===== config.mk =====
export PLATFORM = sky130hd
export DESIGN_NAME = host_int_pipe_skid_n
export DESIGN_NICKNAME = d
export VERILOG_FILES = /design/src/rtl/host_int_pipe_skid_n.sv
export SDC_FILE = /design/constraint.sdc
export NUM_CORES = 1
export LEC_CHECK = 0
export CAP_MARGIN = 20
export CORE_AREA = 2 2 39 41
export DETAILED_ROUTE_END_ITERATION = 12
export DIE_AREA = 0 0 41 43
export PLACE_DENSITY = 0.64
export SLEW_MARGIN = 0
export SYNTH_ARGS = -nofsm -noshare
export SYNTH_HDL_FRONTEND = slang
export SYNTH_SLANG_ARGS = --single-unit

===== constraint.sdc =====
create_clock -name sysclk_slcg -period 3.8 [get_ports sysclk_slcg]
set_input_delay 1.14 -clock sysclk_slcg [delete_from_list [all_inputs] [get_ports sysclk_slcg]]
set_output_delay 1.14 -clock sysclk_slcg [all_outputs]
set_load 0.02 [all_outputs]

===== src/rtl/host_int_pipe_skid_n.sv =====
// host_int_pipe_skid_n: chain of STAGES fully-registered valid/ready skid slices
// (main + skid entry each), with synchronous flush and occupancy/idle reporting.
module host_int_pipe_skid_n #(
    parameter int DW     = 2,
    parameter int STAGES = 1,
    parameter int CW     = $clog2(2*STAGES+1)
) (
    input  logic          sysclk_slcg,
    input  logic          reset_,
    input  logic          i_pvld,
    output logic          i_prdy,
    input  logic [DW-1:0] i_pd,
    output logic          o_pvld,
    input  logic          o_prdy,
    output logic [DW-1:0] o_pd,
    input  logic          flush,
    output logic [CW-1:0] occ,
    output logic          i_idle
);

    // Boundary k feeds slice k; boundary STAGES is the block output.
    logic [STAGES:0] bnd_vld;
    logic [STAGES:0] bnd_rdy;
    logic [DW-1:0]   bnd_pd [STAGES+1];

    assign bnd_vld[0]      = i_pvld;
    assign bnd_pd[0]       = i_pd;
    assign bnd_rdy[STAGES] = o_prdy;

    for (genvar k = 0; k < STAGES; k++) begin : g_slice
        logic          main_v_q, main_v_d;
        logic          skid_v_q, skid_v_d;
        logic [DW-1:0] main_pd_q, main_pd_d;
        logic [DW-1:0] skid_pd_q, skid_pd_d;
        logic          accept;

        // Ready depends only on the registered skid flag, never on bnd_rdy[k+1].
        assign bnd_rdy[k]   = !skid_v_q;
        assign accept       = bnd_vld[k] && !skid_v_q;
        assign bnd_vld[k+1] = main_v_q;
        assign bnd_pd[k+1]  = main_pd_q;

        always_comb begin
            // NOTE: every signal written here gets a hold default first, so no latch is inferred.
            main_v_d  = main_v_q;
            skid_v_d  = skid_v_q;
            main_pd_d = main_pd_q;
            skid_pd_d = skid_pd_q;
            if (bnd_rdy[k+1] || !main_v_q) begin
                main_v_d = skid_v_q || accept;
                skid_v_d = 1'b0;
                if (skid_v_q) begin
                    main_pd_d = skid_pd_q;
                end else if (accept) begin
                    main_pd_d = bnd_pd[k];
                end
            end else if (accept) begin
                skid_v_d  = 1'b1;
                skid_pd_d = bnd_pd[k];
            end
            // Flush discards entries but leaves payload registers as they were.
            if (flush) begin
                main_v_d  = 1'b0;
                skid_v_d  = 1'b0;
                main_pd_d = main_pd_q;
                skid_pd_d = skid_pd_q;
            end
        end

        always_ff @(posedge sysclk_slcg or negedge reset_) begin
            if (!reset_) begin
                // NOTE: payload registers are reset too, so o_pd reads 0 straight out of reset.
                main_v_q  <= 1'b0;
                skid_v_q  <= 1'b0;
                main_pd_q <= '0;
                skid_pd_q <= '0;
            end else begin
                // NOTE: sequential state always uses non-blocking assignment.
                main_v_q  <= main_v_d;
                skid_v_q  <= skid_v_d;
                main_pd_q <= main_pd_d;
                skid_pd_q <= skid_pd_d;
            end
        end
    end

    assign i_prdy = bnd_rdy[0];
    assign o_pvld = bnd_vld[STAGES];
    assign o_pd   = bnd_pd[STAGES];

    logic          in_fire;
    logic          out_fire;
    logic [CW-1:0] occ_q, occ_d;

    assign in_fire  = i_pvld && i_prdy;
    assign out_fire = o_pvld && o_prdy;

    always_comb begin
        occ_d = occ_q;
        if (flush) begin
            occ_d = '0;
        end else if (in_fire && !out_fire) begin
            occ_d = occ_q + CW'(1);
        end else if (!in_fire && out_fire) begin
            occ_d = occ_q - CW'(1);
        end
    end

    always_ff @(posedge sysclk_slcg or negedge reset_) begin
        if (!reset_) begin
            occ_q <= '0;
        end else begin
            occ_q <= occ_d;
        end
    end

    assign occ    = occ_q;
    assign i_idle = (occ_q == '0);

endmodule


# After elaboration in Yosys (flattened, before gate mapping)
# Index checks and enable logic that the tools add are counted.
[totals]
ff_bits = 8
input_bits = 7
output_inout_bits = 7
[op_classes]
addsub = 2
muxes = 10
bitwise = 2
n_reduce_logical = 17
[op_table]
columns = ["op", "count"]
rows = [
  ["2-bit 2-to-1 mux", 5],
  ["3-bit AND reduction", 2],
  ["3-bit nonzero test", 2],
  ["1-bit 2-to-1 mux", 5],
  ["1-bit logical AND", 4],
  ["1-bit logical NOT", 4],
  ["2-bit nonzero test", 2],
  ["2-bit by 1-bit adder with 2-bit output, second input constant", 1],
  ["2-bit logical NOT", 1],
  ["1-bit logical OR", 2],
  ["1-bit inverter", 2],
  ["2-bit by 1-bit subtractor with 2-bit output, second input constant", 1],
]

# Depth between registers and ports, before layout
[logic_depth]
depth_word = 7
mapped_depth = 4

# Worst setup path after synthesis
# No wires, ideal clock.
[synth_path]
path_kind = "input to register"
start = "input flush"
end = "register occ_q[1] (netlist: occ[1])"
setup_time_ns = 0.139
arrival_time_ns = 1.987
slack_ns = 1.674
path_stages = 4
path_buffers = 1
cell_sequence = "clkbuf_2 -> nor2_1 -> and3_1 -> or4_1"
[synth_between]
elab_chain_cells = 1
elab_cells_between_ends = 2
[synth_lines]
columns = ["element", "line_no", "rtl"]
rows = [
  ["start: declaration", "16", "input logic flush,"],
  ["3-bit nonzero test (no source line) / 2-bit 2-to-1 mux (equally long branches)", "n/a", ""],
  ["end signal: assignment", "111", "occ_q <= '0;"],
  ["end signal: assignment", "113", "occ_q <= occ_d;"],
  ["end: declaration", "93", "logic [CW-1:0] occ_q, occ_d;"],
]
# Several ways; a longest one is shown, not always the timed one.
# A chain may end at the register's enable or synchronous reset.

# Final worst setup path
[layout_path]
start = "register occ_q[1] (netlist: occ[1])"
end = "output i_idle"
[layout_between]
elab_chain_cells = 1
[layout_lines]
columns = ["element", "line_no", "rtl"]
rows = [
  ["2-bit logical NOT", "118", "assign i_idle = (occ_q == '0);"],
  ["end: declaration", "18", "output logic i_idle"],
]
# No other way between the ends.

==> out/metrics.json <==
{
  "clock_latency_ns": 0.25,
  "avgRoutedWirePerCell_um": 11.8,
  "cts_setup_buffers": 0,
  "cts_root_buffer": "sky130_fd_sc_hd__clkbuf_4",
  "die_area_sq_mm": 0.00176,
  "tightestPinTransition_ns": 0.361,
  "worstPathRequired_ns": 2.66,
  "final_cell_area_sq_um": 589,
  "number_of_register_bits_inferred_by_synthesis": 8,
  "detailed_place_hpwl_um": 670,
  "start_kind": "flop",
  "synth_seq_area_share_pct": 47.5,
  "place_worst_setup_slack_ns": 1.16,
  "ctsResizeCount": 0,
  "tritoncts_clock_tree": "yes",
  "relSlewSlack_pct": 75.8,
  "finalHoldWorstSlack_ns": 0.507,
  "global_route.overflow_total": 0,
  "number_of_antenna_violations_at_the_first_check_in_global_routing": 0,
  "place_inst": 65,
  "final_cell_mix": "sky130_fd_sc_hd__clkdlybuf4s50_1, sky130_fd_sc_hd__dfrtp_1, sky130_fd_sc_hd__mux2_2",
  "vdd_ir_drop_max_mv": 0.300,
  "place.port_buffers": 13,
  "remaining_routing_drc_violations": 0,
  "yosys_warning_count": 0,
  "finalHoldViolations": 0,
  "cts.sinks": 8,
  "postSynthCellCount": 37,
  "drt_wl_total_um": 802,
  "period_share_pct": 66.2,
  "worst-path-max-fanout": 5,
  "setup.worst_path.start": "occ[1]",
  "number_of_instances_on_the_worst_hold_path": 1,
  "synth_nets": 44,
  "grt_first_pass_wirelength_um": 1420,
  "maxCapViolations": 0,
  "final_wtd_congestion": 0.711,
  "cp_data_arrival_time_ns": 1.37,
  "outcome": "finished, final reports clean",
  "cp-end-kind": "primary output",
  "drt_first_pass_iters": 4,
  "n_antenna_cell": 0,
  "finalSetupViolations": 0,
  "initial_utilization_pct": 30.5,
  "ff2ff_path_depth": 3,
  "std_cell_rows": 14,
  "via_count": 339,
  "cts_inserted_buffers": 3,
  "totalNegativeSetupSlack_ns": 0,
  "power.leakage_nw": 0.252,
  "viasPerCell": 4.99,
  "timing.setup.critical_path_class": "flop to primary output",
  "first_global_vias": 329,
  "grt_max_degree": 9,
  "cts_buffer_depth": 2,
  "dr.first_iter.drc_count": 6,
  "fin_nets": 61,
  "clk_transition_reported_paths_ns": 0.05,
  "max_clock_freq_ghz": 0.398,
  "fp.coreArea_sq_mm": 0.00138,
  "layout.cells.non_filler": 68,
  "timing.final.crit_period_ns": 2.51,
  "fin_util_pct": 42.6,
  "final.setup_skew_ns": 0.00139,
  "htreeDepth": 1,
  "report.final.slew_viol_count": 0,
  "placed_instance_area_sq_um": 567,
  "grt.total_usage_pct": 11.9,
  "drive_gt1_share_pct": 21.2,
  "die_height_um": 43,
  "die_w_um": 41,
  "setup_ws_ns": 1.29,
  "mostFrequentLayoutCell": "sky130_fd_sc_hd__clkdlybuf4s50_1",
  "area_growth_pct": 39.8,
  "rsz_0062_raised_after_global_routing": "false",
  "hold_buffers": 0,
  "rrSetupSlack_ns": 2.39,
  "worst_r2r_endpoint": "g_slice[0].skid_pd_q[0]",
  "worst_hold_path.endpoint": "o_pd[1]",
  "synthesis.area_per_instance_sq_um": 11.4,
  "synth_area_sq_um": 422,
  "timing.rr.start": "g_slice[0].skid_v_q",
  "design.portCount": 14,
  "report.power.total_uw": 233,
  "min-delay-start": "o_pd[1]",
  "ys_types": 18,
  "p_per_area_mw_per_mm2": 396,
  "ant_nets": 0,
  "hold_path.class": "flop to flop"
}
[routing by layer]
metal,GRT usage (%),vias up,wire length (um)
met5,0,-,0
met4,2.00,0,0
met3,6.28,0,56
met2,18.4,11,429
met1,14.3,163,316
li1,-,165,-
[cell usage after synthesis]
| library cell | instances | area [sq um] |
|---|---|---|
| sky130_fd_sc_hd__nor3b_1 | 1 | 7.51 |
| sky130_fd_sc_hd__clkbuf_2 | 1 | 5.00 |
| sky130_fd_sc_hd__and3b_4 | 1 | 12.5 |
| sky130_fd_sc_hd__nand2b_1 | 2 | 12.5 |
| sky130_fd_sc_hd__a21boi_1 | 1 | 7.51 |
| sky130_fd_sc_hd__or4_1 | 1 | 7.51 |
| sky130_fd_sc_hd__mux2_4 | 2 | 30.0 |
| sky130_fd_sc_hd__o21ai_0 | 1 | 5.00 |
| sky130_fd_sc_hd__or3_4 | 1 | 11.3 |
| sky130_fd_sc_hd__a21oi_1 | 1 | 5.00 |
| sky130_fd_sc_hd__nor2_1 | 3 | 11.3 |
| sky130_fd_sc_hd__inv_1 | 1 | 3.75 |
| sky130_fd_sc_hd__nor4b_1 | 2 | 17.5 |
| sky130_fd_sc_hd__nor3_1 | 3 | 15.0 |
| sky130_fd_sc_hd__nor2b_1 | 2 | 12.5 |
| sky130_fd_sc_hd__dfrtp_1 | 8 | 200 |
| sky130_fd_sc_hd__and3_1 | 2 | 12.5 |
| sky130_fd_sc_hd__mux2_2 | 4 | 45.0 |
[cells by family (layout without fill, tap and decap cells)]
group                  count (synthesis)  count (layout)  synth area share, %
DFF                                    8               8                 47.5
buffers and inverters                  2              17                 2.08
muxes                                  6               6                 17.8
and+or+nand+nor                       18              18                 28.5
AOI/OAI and AO/OA                      3               3                 4.15
[sequential cells by signal (all words and copies together), names as in the netlist]
signal	count
o_pd	2
occ	2
g_slice.skid_v_q	1
o_pvld	1
g_slice.skid_pd_q	2
[where the power goes]
group | total (mW) | switching (mW) | internal [mW]
Combinational | 0.0662 | 0.0279 | 0.0384
Sequential | 0.106 | 0.00811 | 0.0980
Clock | 0.0609 | 0.0250 | 0.0359
Total | 0.233 | 0.0610 | 0.172
[critical path, stage by stage, from the launching register on]
cell and delay (ns):
sky130_fd_sc_hd__dfrtp_1 0.41, sky130_fd_sc_hd__nor2_1 0.11, sky130_fd_sc_hd__clkdlybuf4s50_1 0.60
[worst max path at each step]
stage,end,slack (ns),cells after the start
after global placement,occ[1],1.16,4
after floorplan,occ[1],1.67,4
final,i_idle,1.29,2
after global routing,i_idle,1.22,2
after CTS,i_idle,1.27,2
after detailed placement,occ[1],1.16,4
[area by class of cell]
type / count / area, sq um
repair buffers: 13 / 130
clock buffers: 3 / 22.5
inverters: 1 / 3.75
well taps: 16 / 20.0
flip-flops and latches: 8 / 200
multi-input cells: 27 / 213
fillers: 139 / 795
(Power assumes the default switching activity.)
